$ cat src/rtl/uart_pkg.sv
// Shared UART types and helpers, used by the transmitter and the future receiver.
package uart_pkg;

  localparam int DIV_W_DEFAULT = 16;

  typedef enum logic [2:0] {
    IDLE,
    START,
    DATA,
    PARITY,
    STOP
  } tx_state_t;

  typedef enum logic [1:0] {
    PAR_NONE = 2'd0,
    PAR_EVEN = 2'd1,
    PAR_ODD  = 2'd2
  } parity_t;

  // Mode 3 is deliberately treated the same as PAR_NONE.
  function automatic logic parity_enabled(input logic [1:0] mode);
    return (mode == PAR_EVEN) || (mode == PAR_ODD);
  endfunction

  function automatic logic parity_bit(input logic [1:0] mode, input logic data_xor);
    return (mode == PAR_ODD) ? ~data_xor : data_xor;
  endfunction

endpackage

$ cat src/rtl/uart_tx_cfg_if.sv
// Frame handshake between a byte source and the UART transmitter.
interface uart_tx_cfg_if #(
  parameter int DATA_W = 8
) ();

  logic              i_valid;
  logic [DATA_W-1:0] i_data;
  logic              o_ready;

  modport master (
    output i_valid,
    output i_data,
    input  o_ready
  );

  modport slave (
    input  i_valid,
    input  i_data,
    output o_ready
  );

endinterface

$ cat src/rtl/uart_baud_tick.sv
// Bit-period counter: counts 0..div and flags the last cycle of each bit.
module uart_baud_tick
  import uart_pkg::*;
#(
  parameter int DIV_W = DIV_W_DEFAULT
) (
  input  logic             i_clk,
  input  logic             reset,
  input  logic             i_restart,
  input  logic             i_enable,
  input  logic [DIV_W-1:0] i_div,
  output logic             o_bit_end,
  output logic             o_near_end
);

  logic [DIV_W-1:0] div_q, div_d;
  logic [DIV_W-1:0] cnt_q, cnt_d;
  logic [DIV_W-1:0] cnt_inc;
  logic             at_end;

  assign cnt_inc   = cnt_q + DIV_W'(1);
  assign at_end    = (cnt_q == div_q);
  assign o_bit_end = i_enable && at_end;

  // True when the following cycle will be the last cycle of a bit.
  assign o_near_end = at_end ? (div_q == '0) : (cnt_inc == div_q);

  always_comb begin
    div_d = div_q;
    cnt_d = cnt_q;
    if (i_restart) begin
      div_d = i_div;
      cnt_d = '0;
    end else if (i_enable) begin
      cnt_d = at_end ? '0 : cnt_inc;
    end
  end

  always_ff @(posedge i_clk or negedge reset) begin
    if (!reset) begin
      div_q <= '0;
      cnt_q <= '0;
    end else begin
      div_q <= div_d;
      cnt_q <= cnt_d;
    end
  end

endmodule

$ cat src/rtl/uart_tx_cfg.sv
// UART transmitter with runtime divisor, parity and stop-bit count; frames
// arrive over a valid/ready handshake and may run back to back.
module uart_tx_cfg
  import uart_pkg::*;
#(
  parameter int DATA_W = 8,
  parameter int DIV_W  = DIV_W_DEFAULT
) (
  input  logic             i_clk,
  input  logic             reset,
  input  logic [DIV_W-1:0] i_div,
  input  logic [1:0]       i_parity,
  input  logic             i_stop2,
  uart_tx_cfg_if.slave     bus,
  output logic             o_tx_pin,
  output logic             o_busy,
  output logic             o_done
);

  localparam int IDX_W = (DATA_W > 1) ? $clog2(DATA_W) : 1;
  localparam logic [IDX_W-1:0] LAST_IDX = IDX_W'(DATA_W - 1);

  tx_state_t         state_q, state_d;
  logic              tx_q, tx_d;
  logic              ready_q, ready_d;
  logic              busy_q, busy_d;
  logic              done_q, done_d;
  logic [DATA_W-1:0] data_q, data_d;
  logic [1:0]        par_q, par_d;
  logic              stop2_q, stop2_d;
  logic [IDX_W-1:0]  idx_q, idx_d;
  logic              stop_cnt_q, stop_cnt_d;

  logic              accept;
  logic              load;
  logic              bit_end;
  logic              near_end;
  logic [IDX_W-1:0]  idx_inc;

  assign accept  = bus.i_valid && ready_q;
  assign idx_inc = idx_q + IDX_W'(1);

  uart_baud_tick #(
    .DIV_W (DIV_W)
  ) u_baud (
    .i_clk      (i_clk),
    .reset      (reset),
    .i_restart  (load),
    .i_enable   (state_q != IDLE),
    .i_div      (i_div),
    .o_bit_end  (bit_end),
    .o_near_end (near_end)
  );

  always_comb begin
    state_d    = state_q;
    tx_d       = tx_q;
    data_d     = data_q;
    par_d      = par_q;
    stop2_d    = stop2_q;
    idx_d      = idx_q;
    stop_cnt_d = stop_cnt_q;
    done_d     = 1'b0;
    load       = 1'b0;

    unique case (state_q)
      IDLE: begin
        if (accept) begin
          load = 1'b1;
        end
      end
      START: begin
        if (bit_end) begin
          state_d = DATA;
          idx_d   = '0;
          tx_d    = data_q[0];
        end
      end
      DATA: begin
        if (bit_end) begin
          if (idx_q != LAST_IDX) begin
            idx_d = idx_inc;
            tx_d  = data_q[idx_inc];
          end else if (parity_enabled(par_q)) begin
            state_d = PARITY;
            tx_d    = parity_bit(par_q, ^data_q);
          end else begin
            state_d    = STOP;
            tx_d       = 1'b1;
            stop_cnt_d = 1'b0;
          end
        end
      end
      PARITY: begin
        if (bit_end) begin
          state_d    = STOP;
          tx_d       = 1'b1;
          stop_cnt_d = 1'b0;
        end
      end
      STOP: begin
        if (bit_end) begin
          if (stop2_q && !stop_cnt_q) begin
            stop_cnt_d = 1'b1;
          end else begin
            done_d = 1'b1;
            if (accept) begin
              load = 1'b1;
            end else begin
              state_d = IDLE;
              tx_d    = 1'b1;
            end
          end
        end
      end
      default: begin
        state_d = IDLE;
        tx_d    = 1'b1;
      end
    endcase

    // A new frame snapshots payload and config; the divisor goes to the tick counter.
    if (load) begin
      state_d    = START;
      tx_d       = 1'b0;
      data_d     = bus.i_data;
      par_d      = i_parity;
      stop2_d    = i_stop2;
      idx_d      = '0;
      stop_cnt_d = 1'b0;
    end

    busy_d  = (state_d != IDLE);
    // Ready is registered one cycle early so it is high exactly in the last stop cycle.
    ready_d = (state_d == IDLE) ||
              ((state_d == STOP) && (!stop2_q || stop_cnt_d) && near_end);
  end

  always_ff @(posedge i_clk or negedge reset) begin
    if (!reset) begin
      state_q    <= IDLE;
      tx_q       <= 1'b1;
      ready_q    <= 1'b1;
      busy_q     <= 1'b0;
      done_q     <= 1'b0;
      data_q     <= '0;
      par_q      <= '0;
      stop2_q    <= 1'b0;
      idx_q      <= '0;
      stop_cnt_q <= 1'b0;
    end else begin
      state_q    <= state_d;
      tx_q       <= tx_d;
      ready_q    <= ready_d;
      busy_q     <= busy_d;
      done_q     <= done_d;
      data_q     <= data_d;
      par_q      <= par_d;
      stop2_q    <= stop2_d;
      idx_q      <= idx_d;
      stop_cnt_q <= stop_cnt_d;
    end
  end

  assign o_tx_pin    = tx_q;
  assign o_busy      = busy_q;
  assign o_done      = done_q;
  assign bus.o_ready = ready_q;

endmodule

$ cat src/flat_wrapper.sv
// flat-port wrapper written by rule: the top's interface ports become plain ports
module uart_tx_cfg_flat import uart_pkg::*;
#(
  parameter int DATA_W = 8,
  parameter int DIV_W  = DIV_W_DEFAULT
)
  (i_clk, reset, i_div, i_parity, i_stop2, o_tx_pin, o_busy, o_done, bus_i_valid, bus_i_data, bus_o_ready);
  uart_tx_cfg_if #(.DATA_W(DATA_W)) bus_i ();
  input  logic i_clk;
  input  logic reset;
  input  logic [DIV_W-1:0] i_div;
  input  logic [1:0] i_parity;
  input  logic i_stop2;
  output logic o_tx_pin;
  output logic o_busy;
  output logic o_done;
  input wire logic [$bits(bus_i.i_valid)-1:0] bus_i_valid;
  input wire logic [$bits(bus_i.i_data)-1:0] bus_i_data;
  output wire logic [$bits(bus_i.o_ready)-1:0] bus_o_ready;
  assign bus_i.i_valid = bus_i_valid;
  assign bus_i.i_data = bus_i_data;
  assign bus_o_ready = bus_i.o_ready;
  uart_tx_cfg #(.DATA_W(DATA_W), .DIV_W(DIV_W)) u_core (.i_clk(i_clk), .reset(reset), .i_div(i_div), .i_parity(i_parity), .i_stop2(i_stop2), .bus(bus_i), .o_tx_pin(o_tx_pin), .o_busy(o_busy), .o_done(o_done));
endmodule
$ cat config.mk
export PLATFORM = sky130hd
export DESIGN_NAME = uart_tx_cfg_flat
export DESIGN_NICKNAME = d
export VERILOG_FILES = /design/src/rtl/uart_pkg.sv /design/src/rtl/uart_tx_cfg_if.sv /design/src/rtl/uart_baud_tick.sv /design/src/rtl/uart_tx_cfg.sv /design/src/flat_wrapper.sv
export SDC_FILE = /design/constraint.sdc
export NUM_CORES = 1
export LEC_CHECK = 0
export BUFFER_PORTS_ARGS = -buffer_cell sky130_fd_sc_hd__buf_2
export CORE_MARGIN = 3
export CORE_UTILIZATION = 50
export CTS_CLUSTER_SIZE = 14
export DETAILED_ROUTE_END_ITERATION = 10
export PLACE_DENSITY = 0.67
export SLEW_MARGIN = 20
export SYNTH_ARGS = -nofsm -noshare
export SYNTH_HDL_FRONTEND = slang
export SYNTH_HIERARCHICAL = 1
export SYNTH_SLANG_ARGS = --single-unit
export TNS_END_PERCENT = 1
$ cat constraint.sdc
create_clock -name i_clk -period 4.7 [get_ports i_clk]
set_input_delay 0.235 -clock i_clk [delete_from_list [all_inputs] [get_ports i_clk]]
set_output_delay 0.235 -clock i_clk [all_outputs]
set_load 0.005 [all_outputs]
; Yosys cells after proc, flatten, opt, wreduce, memory -nomap -nowiden
; Cells that the tools add are included.
[word_totals]
regBits = 54
[op_classes]
n_eq_ne = 18
n_bitwise = 1
n_lt_le_gt_ge = 1
n_mux = 47
n_reduce_logical = 20
add_sub_neg = 2
[op_table]
columns = op, n
row1 = $mux 16, 3
row2 = $mux 3, 13
row3 = $eq 16x16->1, 2
row4 = $mux 1, 25
row5 = $add 16x1->16 const B, 1
row6 = $logic_not 16->1, 1
row7 = $ne 3x1->1 const B, 5
row8 = $pmux 3 s5, 1
row9 = $reduce_bool 3->1, 3
row10 = $reduce_xor 8->1, 1
row11 = $reduce_and 7->1, 1
row12 = $eq 3x2->1 const B, 2
row13 = $eq 3x3->1 const B, 2
row14 = $logic_not 3->1, 2
row15 = $ne 3x3->1 const B, 2
row16 = $pmux 3 s2, 1
row17 = $logic_and 1x1->1, 5
row18 = $pmux 1 s5, 1
row19 = $lt 3x4->1 const B, 1
row20 = $reduce_and 4->1, 1
row21 = $add 3x1->3 const B, 1
row22 = $bmux 1 s3, 1
row23 = $eq 3x1->1 const B, 1
row24 = $logic_or 1x1->1, 3
row25 = other kinds (9), 10

; Logic depth before layout (Yosys ltp)
; Gate-level depths: netlist (run 1).
[logic_depth]
depth_word = 11
depth_mapped = 14

; Hierarchy
; Netlist (run 1), hierarchy kept.
[modules_own_cells]
columns = mod, seq_area_each_um2, area_per_inst_um2, n_inst, cells_each
row1 = uart_baud_tick, 800.8, 2065.7, 1, 210
row2 = uart_tx_cfg, 553.0, 1191.1, 1, 105

; Worst setup path before layout (run 1)
; Ideal clock, no wire load.
[synth_path]
path_kind = reg2reg
start = register u_core.u_baud.cnt_q[8]
end = register u_core.u_baud.div_q[10]
period_less_slack_ps = 3410
t_arrival_ps = 3285
path_stages_with_launch = 12
n_path_buf = 4
setup_slack_ps = 1290
cell_sequence = dfrtp_1 buf_6 xor2_1 or4_4 nor4_4 and3_1 o21ai_1 a21oi_2 buf_6 clkbuf_1 clkbuf_1 mux2_2
[synth_via]
elab_chain_len = 4
[synth_lines]
columns = element, line_no
row1 = start: declaration, uart_baud_tick.sv:17  ; logic [DIV_W-1:0] cnt_q, cnt_d;
row2 = start signal: assignment, uart_baud_tick.sv:45  ; cnt_q <= cnt_d;
row3 = $eq 16x16->1, uart_baud_tick.sv:22  ; assign at_end = (cnt_q == div_q);
row4 = $logic_and 1x1->1, uart_baud_tick.sv:23  ; assign o_bit_end = i_enable && at_end;
row5 = net u_core.bit_end, uart_tx_cfg.sv:36  ; logic bit_end;
row6 = $mux 1, uart_tx_cfg.sv:102  ; if (bit_end) begin
row7 = $pmux 1 s2, uart_tx_cfg.sv:66  ; unique case (state_q)
row8 = net u_core.load, uart_tx_cfg.sv:35  ; logic load;
row9 = end signal: assignment, uart_baud_tick.sv:44  ; div_q <= div_d;
row10 = end: declaration, uart_baud_tick.sv:16  ; logic [DIV_W-1:0] div_q, div_d;
; The timed path passes the listed nets, and every way through them passes these cells.
; A chain may end at the register's enable or synchronous reset.

; Worst setup path in the final report (run 1)
[layout_path]
start = register u_core.u_baud.cnt_q[8]
end = register u_core.u_baud.cnt_q[9]
[layout_via]
elab_chain_len = 5
elab_cells_between_ends = 9
cone_classes = add/sub (1) / eq/ne (1) / mux (5) / reduce/logical (2)
[layout_lines]
columns = element, line_no
row1 = $eq 16x16->1 *, uart_baud_tick.sv:22
row2 = $logic_and 1x1->1 *, uart_baud_tick.sv:23
row3 = net u_core.bit_end, uart_tx_cfg.sv:36
row4 = $mux 1 *, uart_tx_cfg.sv:102
row5 = $pmux 1 s2 *, uart_tx_cfg.sv:66
row6 = $mux 16 / $reduce_bool 2->1 (equally long branches), n/a
; Mark *: on every way through the listed nets, which the timed path passes. The rest lies on a longest branch. The select of a mux whose other input is x is not followed.

==> results of run 1 <==
[synthesized netlist by cell type, types with 4 or more instances]
cell / number / area (µm²)
nor3_1: 7 / 35.0
buf_2: 4 / 20.0
nand3_1: 7 / 35.0
ha_1: 4 / 50.1
or3_1: 4 / 25.0
a211oi_1: 4 / 30.0
a21o_1: 4 / 30.0
xnor2_1: 19 / 166
a21oi_1: 18 / 90.1
nand4_1: 8 / 50.1
nand2b_1: 4 / 25.0
nor2_1: 15 / 56.3
xor2_1: 11 / 96.3
o21ai_0: 14 / 70.1
a22o_1: 7 / 61.3
nand2_1: 21 / 78.8
dfrtp_1: 52 / 1300
inv_1: 13 / 48.8
mux2_2: 28 / 315
clkbuf_1: 7 / 26.3
mux2i_1: 8 / 80.1
[sequential cells by signal, summed over array words and instances (netlist names), 2 cells and up]
register             cells
u_core/par_q             2
u_core/idx_q             3
u_core/state_q           3
u_core/data_q            8
u_core/u_baud/cnt_q     16
u_core/u_baud/div_q     16
[cell type report]
cell class | instances | share of cell area, %
Clock buffer | 6 | 2.31
Tap cell | 75 | 2.63
Sequential cell | 54 | 37.9
Timing Repair Buffer | 36 | 5.26
Clock inverter | 2 | 1.09
Multi-Input combinational cell | 232 | 49.4
Inverter | 13 | 1.37
[critical path: cells and delay by family (launching register included)]
kind / cells / cell delay [ps]
AO/OA/AOI/OAI: 4 / 780
XOR/XNOR: 1 / 230
buffers and inverters: 1 / 370
flip-flops: 1 / 490
AND/OR/NAND/NOR: 4 / 1360
[routing by layer]
| metal | track usage [%] | vias up | wire [µm] |
|---|---|---|---|
| li1 | - | 1190 | - |
| met1 | 28.4 | 1190 | 3370 |
| met2 | 27.5 | 47 | 2920 |
| met3 | 3.14 | 9 | 243 |
| met4 | 6.23 | 0 | 88 |
| met5 | 0 | - | 0 |
[cells by family (layout without fill, tap and decap cells)]
logic type / count (synthesis) / after routing / share of synthesized area (%)
compound gates: 69 / 69 / 14.1
xor+xnor: 31 / 31 / 8.76
fa+ha+maj: 4 / 4 / 1.54
buf+inv: 29 / 57 / 4.34
flops: 54 / 54 / 41.6
mux: 38 / 38 / 13.8
simple gates: 90 / 90 / 16.0
[where the power goes]
part           switching [mW]  internal (mW)
clock network           0.155          0.175
registers                   0          0.464
logic                  0.0117        0.00899
[worst max path at each step]
stage | from | end | slack, ps
finish | u_core/u_baud/cnt_q[8] | u_core/u_baud/cnt_q[9] | 1350
detailed placement | u_core/u_baud/cnt_q[8] | u_core/u_baud/cnt_q[9] | 1220
floorplan | u_core/u_baud/cnt_q[8] | u_core/u_baud/div_q[10] | 1290
global placement | u_core/u_baud/cnt_q[8] | u_core/u_baud/cnt_q[3] | 1310
CTS | u_core/u_baud/cnt_q[8] | u_core/u_baud/cnt_q[9] | 1190
global route | u_core/u_baud/cnt_q[13] | u_core/u_baud/cnt_q[13] | 1150
[per-stage QoR]
step	std cells	hold WS, ps	cell area [µm²]	util, %
after floorplan	315	-60.6	3260	-
after global placement	410	409	3450	56.5
after detailed placement	410	404	3450	56.5
after CTS	418	65.7	3570	58.5
after global routing	418	89.3	3570	58.6
final	418	26.2	3570	58.6
==> summary by stage, run 1 <==
Status
The flow ran to the end, and the final reports show no timing, DRC or antenna violations.

Finish
The most frequent standard cell in the layout excluding fill and tap cells is dfrtp_1. Summing all multi-input logic gate instances after layout gives 0.00176 mm². The area overhead of the layout relative to synthesis is 9.60%.

Registers take 0.00135 mm². The repair_antennas step left the layout with diodes totalling 0. Leaving out fill and tap cells, the most frequent cells in the layout are 52 x dfrtp_1, 33 x buf_2, 28 x mux2_2. The final net count is 376. The final-layout fill cell count is 554.

The layout cell share with drive strength beyond 1 is approximately 25%.

Synth
The post-synthesis instance area is 0.00326 mm². Sequential elements use 41.6% of the synthesized area. Synthesis produced a netlist with a net count of 349. Counting flops with an async set or reset pin after synthesis yields a share of 100%. The distinct cell type count of the synthesized netlist is 59. Synthesis inferred 54 register bits. For this run, the leading register cell type out of synthesis is dfrtp_1.

During synthesis, Yosys emitted a total of 6 warnings. The number of instances in the synthesized netlist is roughly 320. The synthesized area per cell is around 10 µm². The number of enable flip-flop cells after synthesis is 0.

Clock network
Clock latency on the worst-skew pair, taken at its later pin, is a little over 300 ps. The post-cts hold buffer count is 0. The clock tree synthesis step divided the H-tree into 2 levels. Clock-pin slew was measured on the worst setup and hold paths at roughly 100 ps.

The number of sinks on the clock net is 54. Once the clock tree was built, the resizer swapped 0 gates to a different size. Counting the buffers created by CTS gives 5. The maximum clock insertion buffer count is 2. After clock tree synthesis, the setup repair step added 0 buffers. TritonCTS built the clock tree. In this run the clock root is driven by a clkbuf_8.

Timing
The number of pins with negative max-slew slack in the final report is 0. The top achievable clock speed is approximately 300 MHz. After layout, the worst path uses a little under three quarters of the clock period.

Setup repair after global routing left no endpoint under its margin. The number of hold-slack violations in the final timing report is 0. The worst clock skew is slightly above 5 ps.

The slew at the pin closest to its max-slew limit is 727 ps. The summed negative setup slack over all endpoints is 0 ps. Setup slack closes at 1350 ps. In this run the tightest slew margin relative to its limit is just over 50%. Setup violations remaining at the end of the flow were counted as 0. The minimum clock period is roughly 3400 ps.

Route
For this run, the detailed router's first-pass iteration total came to 5. The routed via count divided by cell count is roughly 6. Detailed routing inserted a total of between 2,000 and 2,500 vias. The DRC violation count after routing is 0. For this block, the initial DRC count from the detailed router was between 100 and 150.

In the final routed layout, each cell accounts on average for ~16 µm. The number of routed nets with antenna violations is 0. The total wire length is 6.62 mm.

Global route
The via count of the first global-routing pass is around 2,400. The number of antenna violations at the first check in global routing was 0. Entering global routing, the biggest net connects 55 pins.

The global routing usage summed across all routing layers is 18.9%. The first global-routing pass estimated approximately 11 mm of wire. The aggregate global routing overflow is 0.

Setup path
The signal on the critical path passes through xor2_1 > or4_4 > nor4_4 > and3_1 > o21ai_1 > a21oi_2 > buf_4 > nor2_2 > a21o_1 > a22o_1. Along the worst path, the maximum fanout reaches 30. The critical register-to-register path endpoint is u_core/u_baud/cnt_q[9].

Setup slack on the worst reg-to-reg path comes out at 1350 ps. On the worst path, the slowest cell contributes a delay of 540 ps. The worst setup path is launched from a flop. In this run the critical register-to-register path is launched from u_core/u_baud/cnt_q[8].

The worst register-to-register path has a depth of 10. The required time of the critical path is 4910 ps. The worst setup path is of the flop to flop kind. The slowest cell on the critical path is or4_4. The worst setup path is captured at a flop.

At the worst endpoint, the arrival time is between 3000 and 4000 ps.

Floorplanning
In this run the count of I/O pins placed on the die edge is 34. The starting utilization of the core area is roughly 53%. The height of the die is 86.7 µm. The area of the core region is about 0.0061 mm². Measured along the x axis, the die boundary spans between 80 and 90 µm. The initialized floorplan defines 28 standard-cell rows.

The die covers 0.00752 mm².

Place
OpenSTA, run right after detailed placement, puts the worst setup slack at 1220 ps. Detailed placement ended at an HPWL of 4.77 mm. Buffers placed on the I/O ports in this run total 33. At the end of routability-driven placement, the weighted congestion stood at 0.921.

Pwr
The largest vdd supply drop is 0.000127 V. The static leakage is ~1.6 nW. Summing internal, switching and leakage power gives between 800 and 900 µW. The power density relative to cell area is 228 mW/mm².

Flow run
Max-cap violations in this run came to 0.

Hold path
The class of the tightest hold or removal check is input pin to asynchronous set/reset pin.
Note: power is estimated with default switching activity, not from simulation.
==> inputs of run 2 (changes only) <==
clock period = 3.38 ns   (was 4.7 ns; I/O delays follow)
==> run 2 against run 1 <==
Effect of this change: the run now ends with hold timing left; combinational power grew 41%; utilization grew 0.25 points; routed wire length grew 4.6%; non-clock buffer count grew 5; critical path type unchanged.
==> summary by stage, run 2 (synthesis gave the netlist of run 1 again) <==
Timing
The worst clock skew is 8.65 ps (was 5.05 ps). The slew at the pin closest to its max-slew limit is 925 ps (was 727 ps). Setup repair after global routing missed its margin: no (unchanged).

The top achievable clock speed is 329 MHz (was 298 MHz). The final setup violation count is 0 (unchanged). The minimum clock period is 3040 ps (was 3350 ps). The number of pins with negative max-slew slack in the final report is 0 (unchanged). The number of hold-slack violations in the final timing report was 39 (was 0). The relative slew slack is 38.4% (was 51.5%). The final worst slack is 338 ps (was 1350 ps). The worst hold slack is -15.7 ps (was 26.2 ps). The portion of the clock cycle consumed by the worst path in the final layout is 90.0% (was 71.4%).

The summed negative setup slack over all endpoints is 0 ps (unchanged).

Clock network
The post-cts hold buffer count is 0 (unchanged). The cell at the root of the clock tree is clkbuf_8 (unchanged). The clock buffer count from CTS is 5 (unchanged).

The post-cts repair resize count was 0 (unchanged). The number of sinks on the clock net came to 54 (unchanged). The insertion delay to the later sink of the worst-skew pair is 320 ps (was 310 ps). The post-CTS repair timing setup buffer count is 0 (unchanged). The clock tree from TritonCTS is done (unchanged). The H-tree level count is 2 (unchanged). The maximum clock insertion buffer count came to 2 (unchanged). The clock-pin slew of the registers on the worst-case setup and hold paths is 100 ps (about the same).

Setup path
The arrival time of data at the critical path endpoint came to 3240 ps (was 3560 ps). The largest stage delay on the critical path is 550 ps (was 540 ps). The launching element type of the critical path is a flop (unchanged). The critical path start-end classification is flop to flop (unchanged). The maximum fanout along the worst path is 17 (was 30). The kind of end point of the critical path is a flop (unchanged).

The required time of the critical path is 3580 ps (was 4910 ps). The slowest cell on the critical path is or4_4 (unchanged). List of cells traversed by the critical path: xor2_1 > or4_4 > nor4_4 > and3_1 > o21ai_1 > a21oi_2 > nand2b_1 > a21oi_2 > buf_4 > a21oi_1 > mux2i_1 (was xor2_1 > or4_4 > nor4_4 > and3_1 > o21ai_1 > a21oi_2 > buf_4 > nor2_2 > a21o_1 > a22o_1). The buffering stage count on the worst path with inverters included is 1 (unchanged). The cell class contributing the biggest share of worst-path delay is simple AND/OR/NAND/NOR gates (unchanged). In this design, the critical path's most frequently occurring cell is a21oi_2.

Finish
The layout cell share with drive strength beyond 1 is 26.4% (was 25.4%). The most frequent standard cell in the layout excluding fill and tap cells was dfrtp_1 (unchanged). Biggest registers after layout: u_core/u_baud/cnt_q (16), u_core/u_baud/div_q (16), u_core/data_q (8) (unchanged). The area overhead of the layout relative to synthesis was 10.1% (was 9.60%).

The final net count is 381 (was 376). The diode insertion count for antenna repair was 0 (unchanged). The number of standard cells in the final layout excluding fillers came to 423 (was 418). Commonest cells after routing, fill and taps aside: 52 x dfrtp_1, 33 x buf_2, 28 x mux2_2 (unchanged).

Floorplanning
The overall die area was 0.00752 mm² (unchanged). The height of the die is 86.7 µm (unchanged). The die width is 86.7 µm (unchanged). The number of primary I/O pins is 34 (unchanged).

The area of the core region is 0.00610 mm² (unchanged). The starting utilization of the core area is 53.4% (unchanged). The row count is 28 (unchanged).

Route
The total wire length is 6.93 mm (was 6.62 mm). The average wire per cell in the routed design was 16.4 µm (was 15.8 µm). The first-iteration detailed-routing DRC count was 110 (was 147). The first-pass detailed-route iteration total was 4 (was 5). The routed via count divided by cell count is 5.79 (was 5.83). The DRC violation count after routing is 0 (unchanged). The number of routed nets with antenna violations is 0 (unchanged). The via count is 2,451 (was 2,436).

Global route
The global routing usage summed across all routing layers is 19.7% (was 18.9%). The aggregate global routing overflow is 0 (unchanged). The number of antenna violations at the first check in global routing is 0 (unchanged). The wire length of the first global-routing pass is 11.5 mm (was 11.4 mm). The largest net degree at the start of global routing came to 43 (was 55). The via count of the first global-routing pass is 2,396 (was 2,353).

Place
The number of port buffers is 33 (unchanged). The total half-perimeter wirelength after legalization and detailed placement is 5.24 mm (was 4.77 mm). The setup slack after placement came to 312 ps (was 1220 ps).

The routability congestion estimate from global placement is 0.818 (was 0.921). The count of placed standard cells including taps is 415 (was 410).

Pwr
The net switching component of the power came to 239 µW (was 167 µW). The sequential power share is 60.6% (was 56.9%). The internal power component is 827 µW (was 649 µW). The largest vdd supply drop is 0.000170 V (was 0.000127 V). The static leakage came to 1.64 nW (was 1.63 nW). The switching part of the total power is 22.4% (was 20.4%). The logic gate share of total power was 2.7% (was 2.5%). The power density relative to cell area is 297 mW/mm² (was 228 mW/mm²). The clock network fraction of total power is 36.7% (was 40.5%).

Status
The checks that failed: hold timing. Status: finished, violations left (was completed).

Hold path
The class of the tightest hold or removal check is input pin to asynchronous set/reset pin (unchanged).

Flow run
The count of max-cap constraint violations was 0 (unchanged).
## run 2: cell type report
class / instances / area (µm²)
Timing Repair Buffer: 41 / 225
Multi-Input combinational cell: 232 / 1760
Inverter: 13 / 48.8
Tap cell: 75 / 93.8
Clock buffer: 6 / 82.6
Fill cell: 532 / 2510
Clock inverter: 2 / 16.3
Sequential cell: 54 / 1350
## run 2: worst paths after layout
| kind | from | endpoint | slack [ps] | cells after the start |
|---|---|---|---|---|
| max in group asynchronous | reset | u_core/stop_cnt_q | 2650 | 2 |
| setup / recovery | u_core/u_baud/cnt_q[8] | u_core/u_baud/cnt_q[8] | 340 | 11 |
| hold reg to reg | u_core/u_baud/cnt_q[15] | u_core/u_baud/cnt_q[15] | 510 | 1 |
| hold / removal | reset | u_core/u_baud/div_q[4] | -20 | 1 |
| setup reg to reg | u_core/u_baud/cnt_q[8] | u_core/u_baud/cnt_q[8] | 340 | 11 |
| min in group i_clk | i_parity[0] | u_core/par_q[0] | 60 | 3 |
## run 2: per-layer routing
metal	vias up	part of all wire, %	global-route usage (%)
li1	1204	-	-
met1	1171	48	27.2
met4	0	1.3	6.09
met2	68	46	30.8
met3	8	4.9	4.37
met5	-	0	0
## run 2: power by group through the flow
stage                     clock network, mW  registers (mW)  logic [mW]
after floorplan                           0           0.658    0.000271
after detailed placement                  0           0.658      0.0304
final                                 0.391           0.646      0.0291
after CTS                             0.403           0.646      0.0305
after global routing                  0.425           0.646      0.0337
after global placement                    0           0.658      0.0300
## run 2: per-stage QoR
step                util (%)  cell area (µm²)  power (mW)
CTS                     58.8             3580        1.08
global route            58.8             3580        1.10
floorplan                  -             3260       0.659
detailed placement      57.1             3480       0.689
global placement        57.1             3480       0.688
finish                  58.8             3580        1.07
